## src/rtl/xge_tx_arb_pkg.sv

```systemverilog
// Shared types, constants and the round-robin pick function for the
// xge_mac packet-TX arbiter and related traffic blocks.
package xge_tx_arb_pkg;

  // Beat payload widths of the xge_mac packet interface.
  localparam int DATA_W  = 64;
  localparam int MOD_W   = 3;

  // Requester indices are carried in a fixed 3-bit field so grant_id keeps
  // the same width for every NUM_REQ in the supported 2..8 range.
  localparam int IDX_W   = 3;
  localparam int MAX_REQ = 8;

  typedef enum logic [0:0] {
    IDLE = 1'b0,
    XFER = 1'b1
  } arb_state_t;

  typedef struct packed {
    logic             found;
    logic [IDX_W-1:0] idx;
  } rr_pick_t;

  // Round-robin search: first set bit of req starting at last+1 and wrapping
  // modulo n. The double loop compares against elaboration-time constants
  // only, so it flattens into a plain priority mux.
  function automatic rr_pick_t rr_pick(
    input logic [MAX_REQ-1:0] req,
    input logic [IDX_W-1:0]   last,
    input int                 n
  );
    rr_pick_t res;
    res.found = 1'b0;
    res.idx   = '0;
    for (int k = 1; k <= MAX_REQ; k++) begin
      for (int j = 0; j < MAX_REQ; j++) begin
        if (!res.found && (k <= n) && (j == ((int'(last) + k) % n)) && req[j]) begin
          res.found = 1'b1;
          res.idx   = IDX_W'(j);
        end
      end
    end
    return res;
  endfunction

endpackage

```

## src/rtl/xge_rr_arbiter.sv

```systemverilog
// Combinational round-robin picker: request vector and last-granted pointer
// in, winning index and a found flag out. No state; the caller owns the
// pointer so the same picker can serve a future RX distributor.
module xge_rr_arbiter
  import xge_tx_arb_pkg::*;
#(
  parameter int N = 4
) (
  input  logic [N-1:0]     req,
  input  logic [IDX_W-1:0] last,
  output logic [IDX_W-1:0] pick,
  output logic             found
);

  logic [MAX_REQ-1:0] req_pad;
  rr_pick_t           res;

  // Widen the request vector to the function's fixed width and search it.
  always_comb begin
    req_pad        = '0;
    req_pad[N-1:0] = req;
    res            = rr_pick(req_pad, last, N);
    pick           = res.idx;
    found          = res.found;
  end

endmodule

```

## src/rtl/xge_tx_arbiter.sv

```systemverilog
// Packet-level round-robin arbiter in front of the xge_mac TX interface.
// A grant lasts for a whole packet (sop..eop), beats go through a single
// registered output stage, and pkt_tx_full throttles the granted source
// combinationally through req_ready.
module xge_tx_arbiter
  import xge_tx_arb_pkg::*;
#(
  parameter int NUM_REQ = 4,
  parameter int CNT_W   = 16
) (
  input  logic                       clk_156m25,
  input  logic                       reset_156m25_n,
  input  logic [NUM_REQ-1:0]         req_val,
  output logic [NUM_REQ-1:0]         req_ready,
  input  logic [NUM_REQ*DATA_W-1:0]  req_data,
  input  logic [NUM_REQ-1:0]         req_sop,
  input  logic [NUM_REQ-1:0]         req_eop,
  input  logic [NUM_REQ*MOD_W-1:0]   req_mod,
  input  logic [NUM_REQ-1:0]         req_enable,
  input  logic                       pkt_tx_full,
  output logic [DATA_W-1:0]          pkt_tx_data,
  output logic                       pkt_tx_sop,
  output logic                       pkt_tx_eop,
  output logic [MOD_W-1:0]           pkt_tx_mod,
  output logic                       pkt_tx_val,
  output logic [IDX_W-1:0]           grant_id,
  output logic                       busy,
  output logic                       sop_err,
  output logic [NUM_REQ*CNT_W-1:0]   pkt_cnt
);

  // Control state
  arb_state_t       state_reg, state_next;
  logic [IDX_W-1:0] grant_reg;
  logic [IDX_W-1:0] last_reg;
  logic             first_beat_reg;

  // Registered MAC-side beat
  logic [DATA_W-1:0] tx_data_reg;
  logic              tx_sop_reg;
  logic              tx_eop_reg;
  logic [MOD_W-1:0]  tx_mod_reg;
  logic              tx_val_reg;
  logic              sop_err_reg;

  // Per-requester completed-packet counters
  logic [CNT_W-1:0]  cnt_reg [NUM_REQ];

  // Arbitration
  logic [NUM_REQ-1:0] cand;
  logic [IDX_W-1:0]   pick;
  logic               pick_found;

  // Beat presented by the granted requester
  logic               sel_val;
  logic               sel_sop;
  logic               sel_eop;
  logic [MOD_W-1:0]   sel_mod;
  logic [DATA_W-1:0]  sel_data;
  logic               accept;

  // Masked-off requesters are invisible to the picker; the mask is only
  // consulted here, so clearing it mid-packet never cuts a packet short.
  assign cand = req_val & req_enable;

  xge_rr_arbiter #(
    .N (NUM_REQ)
  ) u_rr (
    .req   (cand),
    .last  (last_reg),
    .pick  (pick),
    .found (pick_found)
  );

  // Steer the granted requester's beat onto the shared select bus.
  always_comb begin
    sel_val  = 1'b0;
    sel_sop  = 1'b0;
    sel_eop  = 1'b0;
    sel_mod  = '0;
    sel_data = '0;
    for (int i = 0; i < NUM_REQ; i++) begin
      if (grant_reg == IDX_W'(i)) begin
        sel_val  = req_val[i];
        sel_sop  = req_sop[i];
        sel_eop  = req_eop[i];
        sel_mod  = req_mod[i*MOD_W +: MOD_W];
        sel_data = req_data[i*DATA_W +: DATA_W];
      end
    end
  end

  // State register.
  always_ff @(posedge clk_156m25 or negedge reset_156m25_n) begin
    if (!reset_156m25_n) begin
      state_reg <= IDLE;
    end else begin
      state_reg <= state_next;
    end
  end

  // Next state: a found candidate opens a grant, an accepted eop closes it.
  always_comb begin
    state_next = state_reg;
    case (state_reg)
      IDLE:    if (pick_found) state_next = XFER;
      XFER:    if (accept && sel_eop) state_next = IDLE;
      default: state_next = IDLE;
    endcase
  end

  // FSM outputs: ready only for the granted source and only while the MAC
  // has room, so a beat is never taken in a full cycle.
  always_comb begin
    req_ready = '0;
    busy      = 1'b0;
    accept    = 1'b0;
    if (state_reg == XFER) begin
      busy = 1'b1;
      for (int i = 0; i < NUM_REQ; i++) begin
        if (grant_reg == IDX_W'(i)) begin
          req_ready[i] = req_val[i] & ~pkt_tx_full;
        end
      end
      accept = sel_val & ~pkt_tx_full;
    end
  end

  // Grant bookkeeping: latch the winner and arm first-beat sop generation.
  always_ff @(posedge clk_156m25 or negedge reset_156m25_n) begin
    if (!reset_156m25_n) begin
      grant_reg      <= '0;
      last_reg       <= IDX_W'(NUM_REQ - 1);
      first_beat_reg <= 1'b0;
    end else if ((state_reg == IDLE) && pick_found) begin
      grant_reg      <= pick;
      last_reg       <= pick;
      first_beat_reg <= 1'b1;
    end else if (accept) begin
      first_beat_reg <= 1'b0;
    end
  end

  // Output stage: register accepted beats; sop comes from the grant, not
  // from req_sop, and payload fields hold when no beat is accepted.
  always_ff @(posedge clk_156m25 or negedge reset_156m25_n) begin
    if (!reset_156m25_n) begin
      tx_val_reg  <= 1'b0;
      tx_data_reg <= '0;
      tx_sop_reg  <= 1'b0;
      tx_eop_reg  <= 1'b0;
      tx_mod_reg  <= '0;
      sop_err_reg <= 1'b0;
    end else begin
      tx_val_reg  <= accept;
      sop_err_reg <= accept & sel_sop & ~first_beat_reg;
      if (accept) begin
        tx_data_reg <= sel_data;
        tx_sop_reg  <= first_beat_reg;
        tx_eop_reg  <= sel_eop;
        tx_mod_reg  <= sel_eop ? sel_mod : '0;
      end
    end
  end

  genvar gi;
  generate
    for (gi = 0; gi < NUM_REQ; gi++) begin : g_cnt
      // Count completed packets per requester; natural wrap at 2^CNT_W.
      always_ff @(posedge clk_156m25 or negedge reset_156m25_n) begin
        if (!reset_156m25_n) begin
          cnt_reg[gi] <= '0;
        end else if (accept && sel_eop && (grant_reg == IDX_W'(gi))) begin
          cnt_reg[gi] <= cnt_reg[gi] + CNT_W'(1);
        end
      end
      assign pkt_cnt[gi*CNT_W +: CNT_W] = cnt_reg[gi];
    end
  endgenerate

  assign pkt_tx_data = tx_data_reg;
  assign pkt_tx_sop  = tx_sop_reg;
  assign pkt_tx_eop  = tx_eop_reg;
  assign pkt_tx_mod  = tx_mod_reg;
  assign pkt_tx_val  = tx_val_reg;
  assign sop_err     = sop_err_reg;
  assign grant_id    = grant_reg;

endmodule

```

## config.mk

```make
export PLATFORM = sky130hd
export DESIGN_NAME = xge_tx_arbiter
export DESIGN_NICKNAME = d
export VERILOG_FILES = /design/src/rtl/xge_tx_arb_pkg.sv /design/src/rtl/xge_rr_arbiter.sv /design/src/rtl/xge_tx_arbiter.sv
export SDC_FILE = /design/constraint.sdc
export NUM_CORES = 1
export LEC_CHECK = 0
export ABC_AREA = 1
export ABC_CLOCK_PERIOD_IN_PS = 4690
export BUFFER_PORTS_ARGS = -buffer_cell sky130_fd_sc_hd__buf_2
export CAP_MARGIN = 20
export CORE_AREA = 4 4 163 165
export CTS_CLUSTER_SIZE = 10
export DETAILED_ROUTE_END_ITERATION = 8
export DIE_AREA = 0 0 167 169
export GPL_TIMING_DRIVEN = 0
export PLACE_DENSITY = 0.7
export SKIP_CTS_REPAIR_TIMING = 1
export SLEW_MARGIN = 20
export SYNTH_ARGS = -nofsm -noshare
export SYNTH_HDL_FRONTEND = slang
export SYNTH_SLANG_ARGS = --single-unit
```

## constraint.sdc

```tcl
create_clock -name clk_156m25 -period 4.69 [get_ports clk_156m25]
set_input_delay 0.2345 -clock clk_156m25 [delete_from_list [all_inputs] [get_ports clk_156m25]]
set_output_delay 0.2345 -clock clk_156m25 [all_outputs]
set_load 0.05 [all_outputs]
```

==> metrics <==
status=finished, final reports clean; Vias=8896; R2R setup slack=1.93 ns; Yosys top cell area share=0.450; core area=0.0250 mm2; post-synthesis simple-gate area fraction=0.320; top_reg_cell synth=dfrtp_1; pin count of the biggest net entering global routing=76; top post-synthesis cells by area=dfrtp_1 45%, nand2_1 18%, nand3_1 5.9%, o21ai_0 4.9%, a21oi_1 4.1%; antenna-violating nets left=0; Mapped Cells=1017; maximum clock rate=362 MHz; Die W=167 um; Max Slew Vio Count=0; reg-to-reg startpoint=grant_id[0]; Via-to-Cell Ratio=4.89; CTS max path bufs=2; CTS sink count=141; Layout area overhead=42.1%; Slew @ Worst Pin=~0.97 ns; crit path DAT=3.02 ns; Post-Synth Adder-Cell Area=0.00648; Avg Inst Size Synth=7.59 um2; Yosys cell types=39; final hold vios=0; Relative slew margins=0.356; residual DRC count=0; Placer Congestion=slightly below 1; crit path from=grant_id[0]; initial antenna violation count=14; Setup TNS=0 ns; Root Buffer=clkbuf_16; mux share of post-synthesis cell area=0; Clk pin slew, worst setup/hold paths=about 0.07 ns; R2R depth=10; global route overflow=0; FF-to-FF End=pkt_tx_data[19]; row count=58; Hold WC Path Type=input pin to flip-flop; Die Area=about 0.028 mm2; Peak VDD IR=0.313 mV; Wirelength per Cell=18.2 um; skew final=roughly 0.012 ns; XOR/XNOR Fraction of Synth Area=0.0680; Port Buffers=428; Top Ports=430; Async S/R FF share, synth=1.00; CP Max Fanout=10; most frequent cells in the layout=427 x buf_2, 370 x nand2_1, 139 x dfrtp_1, 91 x nand3_1, 75 x o21ai_0; number of synthesized flops with an enable pin=0; largest family of logic cells by synthesized area=simple AND/OR/NAND/NOR gates; clk_lat worst skew=0.41 ns; # setup viols final=0; Tmin final=2.76 ns; vias in the first global route=8844; RSZ-0062 raised after global routing=false; Lkg Pwr=approximately 0.0059 uW; kind of critical path=flip-flop to flip-flop; fin nets=1757; ratio of cells with drive above 1 in the final layout=0.338; final instance area=0.0110 mm2; critical path capture point type=flip-flop; Tcrit/Tclk final=0.589; Initial DRT Pass Iterations=4; CTS tree=yes; first-pass GRT wire length=49500 um; commonest non-fill, non-tap cell in the layout=buf_2; fill count=2631; startpoint types=flip-flop; DP HPWL=between 20000 and 30000 um; TritonCTS Buffers=17; Placed Area=roughly 0.010 mm2; Die Ht=~170 um; worst setup path endpoint=pkt_tx_data[19]; Syn Nets=1308; Power Density=628 mW/mm2; All-Layer GR Usage=0.225; H-tree depth=4; Synth Cell Area=0.00772 mm2; sequential share of the synthesized area=0.457; Worst Path Required=4.95 ns; Max-Cap Viols=0; Synth Warn #=0; DR iter-0 viols=555; post-synthesis compound-gate area fraction=0.101; FF+latch count, synth=approximately 140; Synth area leader=dfrtp_1; Initial Utilization=0.308; Detailed Route WL=33000 um
-- Yosys cell counts, types with 2 or more instances --
master,count
nand2_1,370
dfrtp_1,139
nand3_1,91
o21ai_0,75
a21oi_1,64
nor2_1,47
inv_1,40
clkbuf_1,38
xnor2_1,32
xor2_1,28
nand4_1,16
inv_2,9
nor3_1,8
nand2_2,5
nor2_4,5
nor4_1,5
buf_1,4
ha_1,4
nand3_2,4
nor2_2,4
nor3_2,4
o22ai_1,4
o311ai_0,3
and3_1,2
dfstp_2,2
-- worst max-delay path: stages (launching register included) --
cell and delay [ns]:
dfrtp_1 0.46, inv_2 0.19, nor2_4 0.08, nand2_1 0.09, nand3_1 0.12, nand3_2 0.10
nand2_4 0.10, inv_2 0.19, clkbuf_1 0.62, clkbuf_1 0.48, o21ai_0 0.17
-- cells by family (layout without fill, tap and decap cells) --
family | count (synthesis) | in the layout
simple gates | 567 | 567
compound gates | 150 | 150
flops | 141 | 141
buf+inv | 94 | 556
xor+xnor | 60 | 60
fa+ha+maj | 4 | 4
other cells | 1 | 12
-- where the power goes --
group / switching (uW) / internal, uW / total, uW
combinational: 2740 / 905 / 3640
clock: 582 / 865 / 1450
sequential: 244 / 1560 / 1800
-- through the flow --
stage	util	setup WS (ns)	power, uW	std cells	hold WS, ns
6_report	0.438	1.93	6890	1820	0.0767
5_1_grt	0.438	1.67	7340	1819	0.0614
4_1_cts	0.437	1.80	6920	1808	-0.234
3_5_place_dp	0.412	1.82	5460	1776	0.217
3_3_place_gp	0.410	1.34	5420	1775	0.452
2_1_floorplan	-	2.34	4280	1017	-0.0611
-- metal layers --
layer,share of wire,track usage
met5,0.0015,0
met4,0.021,0.0847
met3,0.069,0.0537
met2,0.49,0.378
met1,0.42,0.280
-- how the worst min path moves through the flow --
stage                         from  slack, ns             end  cells after the start
global route            req_mod[9]       0.06   pkt_tx_mod[0]                      3
detailed placement  reset_156m25_n       0.22     pkt_cnt[40]                      1
CTS                 reset_156m25_n      -0.23     pkt_cnt[40]                      1
global placement       pkt_cnt[47]       0.45     pkt_cnt[47]                      1
finish                  req_mod[9]       0.08   pkt_tx_mod[0]                      3
floorplan           reset_156m25_n      -0.06  first_beat_reg                      0
-- cell type report --
| class | count | area [um2] | area share |
|---|---|---|---|
| buffer | 44 | 176 | 0.0161 |
| antenna | 11 | 27.5 | 0.00251 |
| tap | 330 | 413 | 0.0376 |
| timing repair buffer | 430 | 2190 | 0.200 |
| clock inverter | 14 | 181 | 0.0165 |
| sequential | 141 | 3530 | 0.322 |
| inverter | 50 | 188 | 0.0171 |
| clock buffer | 18 | 439 | 0.0400 |
| multi-input combinational | 782 | 3830 | 0.349 |
Note: power is estimated with default switching activity, not from simulation.
